<file path="src/rtl/ahb_apb3_bridge.sv">
// rtl/ahb_apb3_bridge.sv - AHB-Lite slave to APB3/APB4 master bridge with decode, strobes, errors and timeout
module ahb_apb3_bridge #(
    parameter int                ADDR_W      = 32,
    parameter int                DATA_W      = 32,
    parameter int                SLAVES      = 4,
    parameter logic [ADDR_W-1:0] BASE_ADDR   = 32'h8000_0000,
    parameter int                REGION_BITS = 24,
    parameter int                TIMEOUT     = 0
) (
    input  logic                     Hclk,
    input  logic                     Hresetn,
    input  logic [1:0]               Htrans,
    input  logic [2:0]               Hsize,
    input  logic                     Hreadyin,
    input  logic                     Hwrite,
    input  logic [ADDR_W-1:0]        Haddr,
    input  logic [DATA_W-1:0]        Hwdata,
    output logic [DATA_W-1:0]        Hrdata,
    output logic [1:0]               Hresp,
    output logic                     Hreadyout,
    output logic [SLAVES-1:0]        Pselx,
    output logic                     Penable,
    output logic                     Pwrite,
    output logic [ADDR_W-1:0]        Paddr,
    output logic [DATA_W-1:0]        Pwdata,
    output logic [DATA_W/8-1:0]      Pstrb,
    input  logic [SLAVES*DATA_W-1:0] Prdata,
    input  logic [SLAVES-1:0]        Pready,
    input  logic [SLAVES-1:0]        Pslverr
);

    localparam int STRB_W = DATA_W / 8;
    localparam int LOG2B  = $clog2(STRB_W);
    localparam int SEL_W  = (SLAVES > 1) ? $clog2(SLAVES) : 1;
    localparam logic [31:0] TO_LAST   = (TIMEOUT > 0) ? 32'(TIMEOUT - 1) : 32'd0;
    localparam logic [1:0]  RESP_OKAY = 2'b00;
    localparam logic [1:0]  RESP_ERR  = 2'b01;

    typedef enum logic [2:0] {
        S_IDLE,
        S_WWAIT,
        S_SETUP,
        S_ACCESS,
        S_ERR1,
        S_ERR2
    } state_t;

    state_t              r_state;
    logic [SEL_W-1:0]    r_sel;
    logic                r_hready;
    logic [1:0]          r_hresp;
    logic [DATA_W-1:0]   r_hrdata;
    logic [SLAVES-1:0]   r_psel;
    logic                r_penable;
    logic                r_pwrite;
    logic [ADDR_W-1:0]   r_paddr;
    logic [DATA_W-1:0]   r_pwdata;
    logic [STRB_W-1:0]   r_pstrb;
    logic [31:0]         r_tcnt;

    // Address decode: offset from the window base selects a region; low addresses and oversize transfers miss
    logic [ADDR_W-1:0]   w_offset;
    logic [ADDR_W-1:0]   w_region;
    logic                w_hit;
    logic [SEL_W-1:0]    w_dec_sel;
    logic                w_accept;
    logic [LOG2B-1:0]    w_lane;
    logic [STRB_W:0]     w_size_mask;
    logic [STRB_W-1:0]   w_strb;
    logic                w_pready_sel;
    logic                w_pslverr_sel;
    logic [DATA_W-1:0]   w_prdata_sel;
    logic                w_timeout;
    logic                w_unused;

    assign w_offset      = Haddr - BASE_ADDR;
    assign w_region      = w_offset >> REGION_BITS;
    assign w_hit         = (Haddr >= BASE_ADDR) && (w_region < ADDR_W'(SLAVES)) && (Hsize <= 3'(LOG2B));
    assign w_dec_sel     = w_region[SEL_W-1:0];
    assign w_accept      = Hreadyin && Htrans[1] && ((r_state == S_IDLE) || (r_state == S_ERR2));
    assign w_lane        = Haddr[LOG2B-1:0];
    // Mask one bit wider than the lanes so a full-width transfer does not overflow before the subtract
    assign w_size_mask   = ((STRB_W+1)'(1) << (8'd1 << Hsize)) - (STRB_W+1)'(1);
    assign w_strb        = w_size_mask[STRB_W-1:0] << w_lane;
    assign w_pready_sel  = Pready[r_sel];
    assign w_pslverr_sel = Pslverr[r_sel];
    assign w_prdata_sel  = Prdata[r_sel*DATA_W +: DATA_W];
    assign w_timeout     = (TIMEOUT > 0) && (r_tcnt == TO_LAST);
    assign w_unused      = &{1'b0, Htrans[0]};

    // Bridge FSM; every output is set on the transition into the state that owns it
    always_ff @(posedge Hclk) begin
        if (!Hresetn) begin
            r_state   <= S_IDLE;
            r_sel     <= '0;
            r_hready  <= 1'b1;
            r_hresp   <= RESP_OKAY;
            r_hrdata  <= '0;
            r_psel    <= '0;
            r_penable <= 1'b0;
            r_pwrite  <= 1'b0;
            r_paddr   <= '0;
            r_pwdata  <= '0;
            r_pstrb   <= '0;
            r_tcnt    <= '0;
        end else begin
            case (r_state)
                S_IDLE, S_ERR2: begin
                    r_state  <= S_IDLE;
                    r_hready <= 1'b1;
                    r_hresp  <= RESP_OKAY;
                    if (w_accept) begin
                        r_hready <= 1'b0;
                        if (!w_hit) begin
                            r_state <= S_ERR1;
                            r_hresp <= RESP_ERR;
                        end else begin
                            r_sel    <= w_dec_sel;
                            r_paddr  <= Haddr;
                            r_pwrite <= Hwrite;
                            r_pstrb  <= Hwrite ? w_strb : '0;
                            if (Hwrite) begin
                                r_state <= S_WWAIT;
                            end else begin
                                r_state <= S_SETUP;
                                r_psel  <= SLAVES'(1) << w_dec_sel;
                                r_tcnt  <= '0;
                            end
                        end
                    end
                end
                S_WWAIT: begin
                    r_pwdata <= Hwdata;
                    r_psel   <= SLAVES'(1) << r_sel;
                    r_tcnt   <= '0;
                    r_state  <= S_SETUP;
                end
                S_SETUP: begin
                    r_penable <= 1'b1;
                    r_state   <= S_ACCESS;
                end
                S_ACCESS: begin
                    if (w_pready_sel) begin
                        r_psel    <= '0;
                        r_penable <= 1'b0;
                        if (w_pslverr_sel) begin
                            r_state <= S_ERR1;
                            r_hresp <= RESP_ERR;
                        end else begin
                            r_state  <= S_IDLE;
                            r_hready <= 1'b1;
                            if (!r_pwrite) begin
                                r_hrdata <= w_prdata_sel;
                            end
                        end
                    end else if (w_timeout) begin
                        r_psel    <= '0;
                        r_penable <= 1'b0;
                        r_state   <= S_ERR1;
                        r_hresp   <= RESP_ERR;
                    end else begin
                        r_tcnt <= r_tcnt + 32'd1;
                    end
                end
                S_ERR1: begin
                    r_hready <= 1'b1;
                    r_hresp  <= RESP_ERR;
                    r_state  <= S_ERR2;
                end
                default: begin
                    r_state <= S_IDLE;
                end
            endcase
        end
    end

    assign Hrdata    = r_hrdata;
    assign Hresp     = r_hresp;
    assign Hreadyout = r_hready;
    assign Pselx     = r_psel;
    assign Penable   = r_penable;
    assign Pwrite    = r_pwrite;
    assign Paddr     = r_paddr;
    assign Pwdata    = r_pwdata;
    assign Pstrb     = r_pstrb;

endmodule

</file>
<file path="config.mk">
export PLATFORM = sky130hd
export DESIGN_NAME = ahb_apb3_bridge
export DESIGN_NICKNAME = d
export VERILOG_FILES = /design/src/rtl/ahb_apb3_bridge.sv
export SDC_FILE = /design/constraint.sdc
export NUM_CORES = 1
export LEC_CHECK = 0
export BUFFER_PORTS_ARGS = -buffer_cell sky130_fd_sc_hd__buf_2
export CORE_UTILIZATION = 28
export DETAILED_ROUTE_END_ITERATION = 16
export GPL_TIMING_DRIVEN = 0
export PLACE_DENSITY = 0.67
export SYNTH_ARGS = -nofsm -noshare
export SYNTH_HDL_FRONTEND = slang
export SYNTH_SLANG_ARGS = --single-unit
</file>
<file path="constraint.sdc">
create_clock -name Hclk -period 4.59 [get_ports Hclk]
set_clock_uncertainty 0.2 [all_clocks]
set_input_delay 0.459 -clock Hclk [delete_from_list [all_inputs] [get_ports Hclk]]
set_output_delay 0.459 -clock Hclk [all_outputs]
set_load 0.02 [all_outputs]
</file>
Yosys cells after proc, flatten, opt, wreduce, memory -nomap -nowiden
Index checks and enable logic that the tools add are counted.

Register bits: 114. Input bits: 209. Output and inout bits: 109. Word-level logic and storage cells: 79.

Add/subtract/negate cells: 2. $lt $le $gt $ge: 4. Equal/unequal tests: 11. Shift-type cells: 6. Muxes and demuxes: 27. Bitwise operators: 2. Reductions and logical operators: 16.

Operator list (count): variable part select 128 x 8 -> 32 bit (1); greater-or-equal comparator 32 bit (second input constant) (1); subtractor 32 bit (second input constant) (1); 2-to-1 mux 4 bit (5); one-hot mux 3 bit (5 select lines) (1); 2-to-1 mux 3 bit (4); inequality test 2 bit (second input constant) (6); one-hot mux 4 bit (3 select lines) (1); AND reduction 3 bit (3); less-than comparator 8 x 3 -> 1 bit (second input constant) (1); 2-to-1 mux 1 bit (8); left shift 1 x 2 -> 4 bit (first input constant) (2); left shift 1 x 3 -> 8 bit (first input constant) (1); left shift 1 x 8 -> 4 bit (first input constant) (1); == test 3 x 2 -> 1 bit (second input constant) (2); == test 3 bit (second input constant) (2); 2-to-1 mux 2 bit (3); one-hot mux 2 bit (3 select lines) (1); nonzero test 3 bit (2); AND reduction 5 bit (1); binary-select mux 1 bit (select 2 bit) (2); logical AND 1 bit (4); AND reduction 4 bit (1); left shift 4 x 2 -> 4 bit (1); 12 further kinds (13).

Logic depth before layout (Yosys ltp)
Gate-level depths: netlist of run 1.

Depth after elaboration: 7. Mapped depth: 8.

Worst setup path after synthesis of run 1
Ideal clock, no wire load.

Path type: register to register. Start: register r_sel[0]. End: register r_hrdata[0] (netlist: Hrdata[0]). Arrival time: 2.119 ns. Setup slack: 2.202 ns. Cell stages (with the launch flop): 7. Clock period less this slack: 2.388 ns. Cells stage by stage: dfxtp_1 > buf_2 > mux4_2 > nor4b_4 > buf_2 > nand3_1 > o21ai_1.

Cells in the longest elaborated chain, start to end: 4. Elaborated cells on any way between the ends: 7.

Ends and longest elaborated chain: start: declaration (line 49) `logic [SEL_W-1:0] r_sel;`; start signal: assignment (line 118) `r_sel <= w_dec_sel;`; branches (longest 4 deep; another with variable part select 128 x 8 -> 32 bit); end signal: assignment (line 153) `r_hrdata <= w_prdata_sel;`; end: declaration (line 52) `logic [DATA_W-1:0] r_hrdata;`.

Several ways; the timed one is not identified. The select of a mux whose other input is x is not followed. A chain may end at the register's enable or synchronous reset.

==> flow_summary.toml, run 1 <==
[timing]
finalCritPeriodShare_pct = 60.7
slew_headroom_pct = 26.4
layout_min_cycle_time_ns = 2.79
fmax_ghz = 0.359
rsz0062_at_grt = "no"
drv_slew = 0
hold_violations = 0
setup_tns_ns = 0
finalSetupViolCount = 0
holdWs_ns = 0.139
worst_pin_slew_ns = 1.10

[global_routing]
grtUsageTotal_pct = 20.0
overflow = 0
grt_max_degree = 18
antenna_found_initial = 3
grt_pass1_vias = 5238
grt_pass1_wl_um = 27900

[yosys]
synth_flop_cell = "dfxtp_1"
synth_area_sq_mm = 0.00509
synthCells = 568
ys_seq_area_share_pct = 43.7
synth_edf_count = 0
netlist-cell-type-count = 42
synth-seq-cells = 111
synth_top_cell_area_share_pct = 43.7
synthTopCellsByArea = "dfxtp_1 44%, mux4_2 15%, nand2_1 8.0%"
yosysTopAreaCell = "dfxtp_1"
ys_warn_count = 0
async_flop_share_pct = 0
avgSynthCellArea_sq_um = 8.96
synth_nets = 777

[final_layout]
instances_no_fill = 1125
fin_util_pct = 41.2
area_growth_pct = 42.1
layout.nets = 1102
final_cell_mix = "321 x buf_2, 111 x dfxtp_1, 109 x nand2_1"
final_common_cell = "buf_2"
final_layout_size_suffix_gt1_share_pct = 42.7

[critical_path]
critPathCaptureType = "register"
rr_startpoint = "Paddr[25]"
critical_path.max_stage_delay_ns = 0.59
worstPathArrival_ns = 2.87
critPathMaxFanout = 10
path_cells = "clkbuf_1 -> mux4_2 -> nor4b_4 -> buf_2 -> nand3_1 -> o21ai_1"
cpMaxStageDelayCell = "nor4b_4"
crit_type = "reg2reg"
ff2ff_path_depth = 6
start_kind = "register"
timing.rr.end = "Hrdata[16]"
ff2ff_setup_slack_ns = 1.80
crit_required_ns = 4.67

[floorplanning]
coreArea_sq_mm = 0.0175
die_width_um = 137
num_rows = 48
die_area_sq_mm = 0.0187
initial_utilization_pct = 29.0
io-pin-count = 318
die_h_um = 137

[detailed_routing]
via_count = 5549
drt_iter0_drc = 220
finalWirelength_um = 19300
via_per_inst = 4.93
avgRoutedWirePerCell_um = 17.2
drc = 0
ant_nets = 0
dr.pass1.iters = 4

[placed_design]
dp_hpwl_um = 15200
gp_congestion = 0.823
io_buffer_count = 314
dp.cells = 1107

[power_and_ir_drop]
powerDensity_mw_per_mm2 = 290
power_leakage_uw = 0.00315
vdd_ir_drop_max_v = 0.000185

[worst_hold_path]
min_to = "Pwdata[22]"
hold_start = "Hwdata[22]"
worst_hold_path_type = "in2reg"
whs_path_depth = 3

[clock_tree]
cts_buffers = 9
cts-root-to-sink-buffers = 2
clk_pin_slew_ns = 0.08
cts_root_buf = "clkbuf_16"
cts-resized-gates = 0
cts_sinks = 111
postCtsSetupBuffers = 0
insertion_delay_ns = 0.35
htree_levels = 3
cts_tree = "built"
cts_hold_buffers = 0

[status]
status = "finished clean"

[job]
cap_violations = 0
## routing by layer
layer,GRT usage (%),share of wire [%],up-vias
met5,0,0,-
met4,5.80,1.8,0
met3,6.11,7.4,20
met2,36.6,51,225
met1,22.0,40,2625
li1,-,-,2679
## final cells by class
cell class,count,area (sq um)
Clock inverter,3,25.0
Antenna cell,3,7.51
Inverter,2,7.51
Tap cell,225,282
Clock buffer,12,256
Timing Repair Buffer,314,1570
Buffer,56,249
Multi-Input combinational cell,399,2610
Sequential cell,111,2220
Fill cell,1822,10300
## state kept, by name (all words and copies together) (netlist names)
| signal | flops |
|---|---|
| Hrdata | 32 |
| Hreadyout | 1 |
| Hresp | 1 |
| Paddr | 31 |
| Penable | 1 |
| Pselx | 4 |
| Pstrb | 4 |
| Pwdata | 32 |
| Pwrite | 1 |
| r_sel | 1 |
| r_state | 3 |
## cells in the mapped netlist, types with 2 or more instances
cell,number
nand3_1,65
mux2i_1,5
mux2_2,2
dfxtp_1,111
buf_2,7
buf_6,3
o21ai_0,34
and3_1,6
clkbuf_1,43
nand2_1,109
o21ai_1,32
nor2_1,9
nor3_1,3
nor3b_1,2
or4_1,2
buf_4,2
a21oi_1,68
nand2b_1,4
mux4_2,34
nand4_1,4
nor2b_1,2
## per-stage QoR
stage	power [uW]	area [sq um]	setup WS (ns)
2_1_floorplan	1180	5090	2.20
3_3_place_gp	1340	6940	1.77
3_5_place_dp	1340	6940	1.73
4_1_cts	2120	7220	1.70
5_1_grt	2190	7230	1.56
6_report	2100	7230	1.80
## power breakdown
group,internal (uW),total (uW),switching [uW]
logic,142,326,183
registers,985,995,9.84
clock network,401,776,376
## cell families (layout without fill, tap and decap cells)
logic type,count (synthesis),in the layout,synth area share [%]
AOI/OAI and AO/OA,141,141,14.6
buffers and inverters,58,387,5.04
DFF,111,111,43.7
muxes,41,41,16.5
other,1,4,0.0737
and+or+nand+nor,216,216,20.1
## worst max-delay path: cells and delay by family, from the launching register on
kind,cells,cell delay [ns]
compound gates,1,0.11
buf+inv,2,0.86
flops,1,0.33
mux,1,0.51
simple gates,2,0.70
## worst max path at each step
stage	to	start	cells past startpoint	slack [ns]
after floorplan	Hrdata[0]	r_sel[0]	6	2.20
after global placement	Hrdata[16]	Paddr[25]	6	1.77
after detailed placement	Hrdata[16]	Paddr[25]	6	1.73
after CTS	Hrdata[16]	Paddr[25]	6	1.70
after global routing	Hrdata[13]	Paddr[25]	6	1.56
final	Hrdata[16]	Paddr[25]	6	1.80
No activity file was read; power rests on OpenSTA's default activity.
==> run 2: changes to the inputs <==
Settings changed: PLACE_DENSITY 0.67 to 0.7.
Clock period 4.59 ns to 2.5 ns, I/O delays scaled along.
==> run 2 against run 1 <==
Hold slack got worse by 0.12 ns. Non-clock buffer count increased by 62. Design area up 8.5%. Total power rose by 84%. Cell count grew 5.2%. Clock-buffer cell count shrank 1. Via count up 3.9%. Critical endpoint is now Hrdata[5]. Highest routed layer unchanged.
==> flow_summary.toml, run 2 (same netlist as run 1, synthesis figures left out) <==
[status]
status = "finished clean"

[floorplanning]
die_h_um = 137
num_rows = 48
io-pin-count = 318
initial_utilization_pct = 29.0
die_area_sq_mm = 0.0187
die_width_um = 137
coreArea_sq_mm = 0.0175

[timing]
drv_slew = 0
hold_violations = 0
finalCritPeriodShare_pct = 95.5
worst_slack_ns = 0.113
fmax_ghz = 0.419
worst_pin_slew_ns = 0.789
layout_min_cycle_time_ns = 2.39
slew_headroom_pct = 47.4
finalSetupViolCount = 0

[placed_design]
gp_congestion = 0.813
dp_hpwl_um = 14600
io_buffer_count = 314
dp.cells = 1107
postPlaceCellArea_sq_mm = 0.00694
pre_cts_slack_ns = -0.438

[critical_path]
crit_type = "reg2reg"
critical_path.max_stage_delay_ns = 0.60
critPathCaptureType = "register"
cpMaxStageDelayCell = "mux4_2"
start_kind = "register"
path_cells = "buf_4 -> mux4_2 -> nor4b_4 -> buf_4 -> buf_2 -> nand3_1 -> o21ai_1"
rr_startpoint = "r_sel[0]"
critPathLaunch = "r_sel[0]"
crit_required_ns = 2.58
critPathMaxFanout = 10
crit_buf_inv = 3
worstPathArrival_ns = 2.46
cp_common_cell = "buf_4"
crit_family = "buffers and inverters"

[clock_tree]
cts_tree = "built"
cts_sinks = 111
htree_levels = 3
cts_root_buf = "clkbuf_16"
clk_pin_slew_ns = 0.07
cts-root-to-sink-buffers = 2
insertion_delay_ns = 0.35
cts_buffers = 9

[power_and_ir_drop]
vdd_ir_drop_max_v = 0.000323
powerDensity_mw_per_mm2 = 493
power_leakage_uw = 0.00343

[detailed_routing]
avgRoutedWirePerCell_um = 16.5
ant_nets = 0
dr.pass1.iters = 5
via_per_inst = 4.87
finalWirelength_um = 19600
drc = 0
drt_iter0_drc = 196
via_count = 5766

[final_layout]
fin_area_sq_mm = 0.00785
layout.nets = 1164
final_layout_size_suffix_gt1_share_pct = 40.6
seqCellArea_sq_mm = 0.00222
multi_input_area_sq_mm = 0.00262
final_common_cell = "buf_2"
area_growth_pct = 54.2
final_cell_mix = "320 x buf_2, 111 x dfxtp_1, 109 x nand2_1"
n_fill_cell = 1776
instances_no_fill = 1184

[global_routing]
grt_max_degree = 17
grt_pass1_vias = 5703
grtUsageTotal_pct = 20.3
antenna_found_initial = 2
overflow = 0
grt_pass1_wl_um = 28900

[worst_hold_path]
worst_hold_path_type = "in2reg"
hold_start = "Hwrite"

[job]
cap_violations = 0
run 2: repair_timing:
| action | CTS | global route |
|---|---|---|
| gates resized for setup | 2 | 5 |
| hold buffers | 58 | 0 |
| pin swaps | 1 | 0 |
| hold endpoints to repair | 58 | 0 |
| endpoints found under the setup margin | 32 | 61 |
| setup buffers | 3 | 1 |
run 2: worst min-delay path, delay by kind of cell:
kind,cells,cell delay [ns]
simple gates,1,0.07
buf+inv,1,0.15
compound gates,1,0.05
run 2: area by class of cell:
type                            count  area share [%]
Buffer                             56            3.24
Clock buffer                       11            3.22
Inverter                            2          0.0957
Multi-Input combinational cell    399            33.4
Antenna cell                        2          0.0638
Clock inverter                      2           0.223
Timing Repair Buffer              376            27.8
Sequential cell                   111            28.3
Tap cell                          225            3.59
run 2: metrics by stage:
stage          power [uW]  setup TNS (ns)  hold WS [ns]  utilization, %
2_1_floorplan        2170               0         0.186               -
3_3_place_gp         2460          -11.68         0.234            39.6
3_5_place_dp         2460          -11.91         0.238            39.6
4_1_cts              3930               0       0.00501            44.6
5_1_grt              4060         -0.0197        0.0219            44.7
6_report             3870               0        0.0208            44.7
run 2: path summary, 6_finish.rpt:
check                             endpoint  slack, ns  cells after the start
worst max-delay path             Hrdata[5]       0.11                      7
worst min-delay path                Pwrite       0.02                      3
worst max register to register   Hrdata[5]       0.11                      7
worst min register to register  Hrdata[15]       0.25                      2
run 2: layer usage:
metal	part of all wire, %	vias up	wire length, um	track usage (%)
li1	-	2807	-	-
met1	38	2675	7510	21.3
met2	52	256	10100	38.6
met3	7.8	28	1520	5.00
met4	2.1	0	419	8.18
met5	0	-	0	0
run 2: report_power, final:
part	internal [uW]	leakage (uW)	switching (uW)
sequential	1810	0.000896	19.2
clock	721	0.000134	647
combinational	323	0.00240	350
total	2850	0.00343	1020
==> run 3: changes to the inputs <==
Settings changed: CORE_MARGIN set to 2, RECOVER_POWER set to 100.
==> run 3 against run 2 <==
Via count up 0.90%. Setup slack got worse by 0.022 ns. Clock-buffer cell count is the same. Global-route usage fell by 0.34 points. Wire length increased by 1.2%. Flip-flop and latch count unchanged.
==> flow_summary.toml, run 3 (same netlist as run 1, synthesis figures left out) <==
[status]
status = "finished clean"

[clock_tree]
cts_tree = "built"
cts_buffers = 9
cts_sinks = 111
cts-root-to-sink-buffers = 2
cts_root_buf = "clkbuf_16"
htree_levels = 3
insertion_delay_ns = 0.35
clk_pin_slew_ns = 0.08

[global_routing]
grt_max_degree = 18
grt_pass1_wl_um = 30600
grt_pass1_vias = 5792
overflow = 0
antenna_found_initial = 1
grtUsageTotal_pct = 20.0

[power_and_ir_drop]
powerDensity_mw_per_mm2 = 523
power_leakage_uw = 0.00298
total_power_uw = 4050
vdd_ir_drop_max_v = 0.000320

[worst_hold_path]
whs_path_depth = 3
min_to = "Pwrite"
hold_start = "Hwrite"
worst_hold_path_type = "in2reg"

[final_layout]
n_fill_cell = 1852
instances_no_fill = 1190
final_cell_mix = "212 x buf_2, 149 x clkbuf_1, 111 x dfxtp_1"
final_common_cell = "buf_2"
layout.nets = 1164
area_growth_pct = 52.4
final_layout_size_suffix_gt1_share_pct = 29.3

[critical_path]
cpMaxStageDelayCell = "or4_1"
crit_buf_inv = 3
worstPathArrival_ns = 2.49
start_kind = "register"
cp_common_cell = "buf_6"
ff2ff_setup_slack_ns = 0.09
crit_family = "simple AND/OR/NAND/NOR gates"
critical_path.max_stage_delay_ns = 0.54
ff2ff_path_depth = 7
critPathCaptureType = "register"
path_cells = "buf_6 -> nor2b_1 -> buf_6 -> or4_4 -> clkbuf_2 -> or4_1 -> a21oi_1"
rr_startpoint = "r_state[0]"
timing.rr.end = "Pstrb[0]"
critPathMaxFanout = 10
crit_type = "reg2reg"
crit_required_ns = 2.58

[detailed_routing]
drc = 0
avgRoutedWirePerCell_um = 16.7
finalWirelength_um = 19800
ant_nets = 0
via_count = 5818
via_per_inst = 4.89
drt_iter0_drc = 219
dr.pass1.iters = 5

[floorplanning]
die_width_um = 139
coreArea_sq_mm = 0.0179
die_area_sq_mm = 0.0193
die_h_um = 139
io-pin-count = 318
initial_utilization_pct = 28.4
num_rows = 49

[timing]
hold_violations = 0
rsz0062_at_grt = "yes"
finalSetupViolCount = 0
drv_slew = 0
holdWs_ns = 0.0225
layout_min_cycle_time_ns = 2.41
worst_pin_slew_ns = 0.769
slew_headroom_pct = 48.7
fmax_ghz = 0.415
finalCritPeriodShare_pct = 96.3

[placed_design]
dp_hpwl_um = 14900
io_buffer_count = 314
dp.cells = 1111
gp_congestion = 0.858

[job]
cap_violations = 0
-- run 3: final cells by class --
cell class / instances / area (sq um) / area share [%]
multi-input combinational: 399 / 2620 / 33.7
sequential: 111 / 2220 / 28.7
timing repair buffer: 376 / 2050 / 26.4
tap: 229 / 287 / 3.70
buffer: 56 / 256 / 3.31
clock buffer: 11 / 233 / 3.00
clock inverter: 5 / 82.6 / 1.07
inverter: 2 / 7.51 / 0.0968
antenna: 1 / 2.50 / 0.0323
-- run 3: report_power, final --
part           switching, uW  internal (uW)  total [uW]
combinational            356            309         666
sequential              19.4           1810        1830
clock                    677            883        1560
-- run 3: worst max-delay path by stage --
stage                     slack [ns]        from          to  cells past startpoint
after floorplan                 0.11    r_sel[0]   Hrdata[0]                      6
after global placement         -0.40   Paddr[25]  Hrdata[19]                      6
after detailed placement       -0.43   Paddr[25]  Hrdata[20]                      6
after CTS                       0.06    r_sel[0]   Hrdata[6]                      7
after global routing           -0.01    r_sel[0]   Hrdata[6]                      7
final                           0.09  r_state[0]    Pstrb[0]                      7
-- run 3: layer usage --
metal | routed length, um | GRT usage (%)
met1 | 7710 | 23.1
met2 | 9850 | 35.2
met3 | 1520 | 4.80
met4 | 748 | 8.93
met5 | 0 | 0
-- run 3: stage by stage --
stage / setup slack [ns] / utilization [%] / TNS, ns / area, sq um
after floorplan: 0.112 / - / 0 / 5090
after global placement: -0.399 / 38.8 / -10.95 / 6950
after detailed placement: -0.426 / 38.8 / -12.06 / 6950
after CTS: 0.0585 / 44.0 / 0 / 7880
after global routing: -0.0142 / 43.3 / -0.0816 / 7750
final: 0.0917 / 43.3 / 0 / 7750
-- run 3: tightest hold or removal path: stages --
cell and delay [ns]:
buf_2 0.15, nand3_1 0.07, a21oi_1 0.06
-- run 3: what timing repair did --
action / CTS / global route
hold endpoints to repair: 58 / 0
hold buffers: 58 / 0
setup buffers: 3 / 1
resized for setup: 3 / 5
pin swaps: 1 / 0
endpoints found under the setup margin: 35 / 35
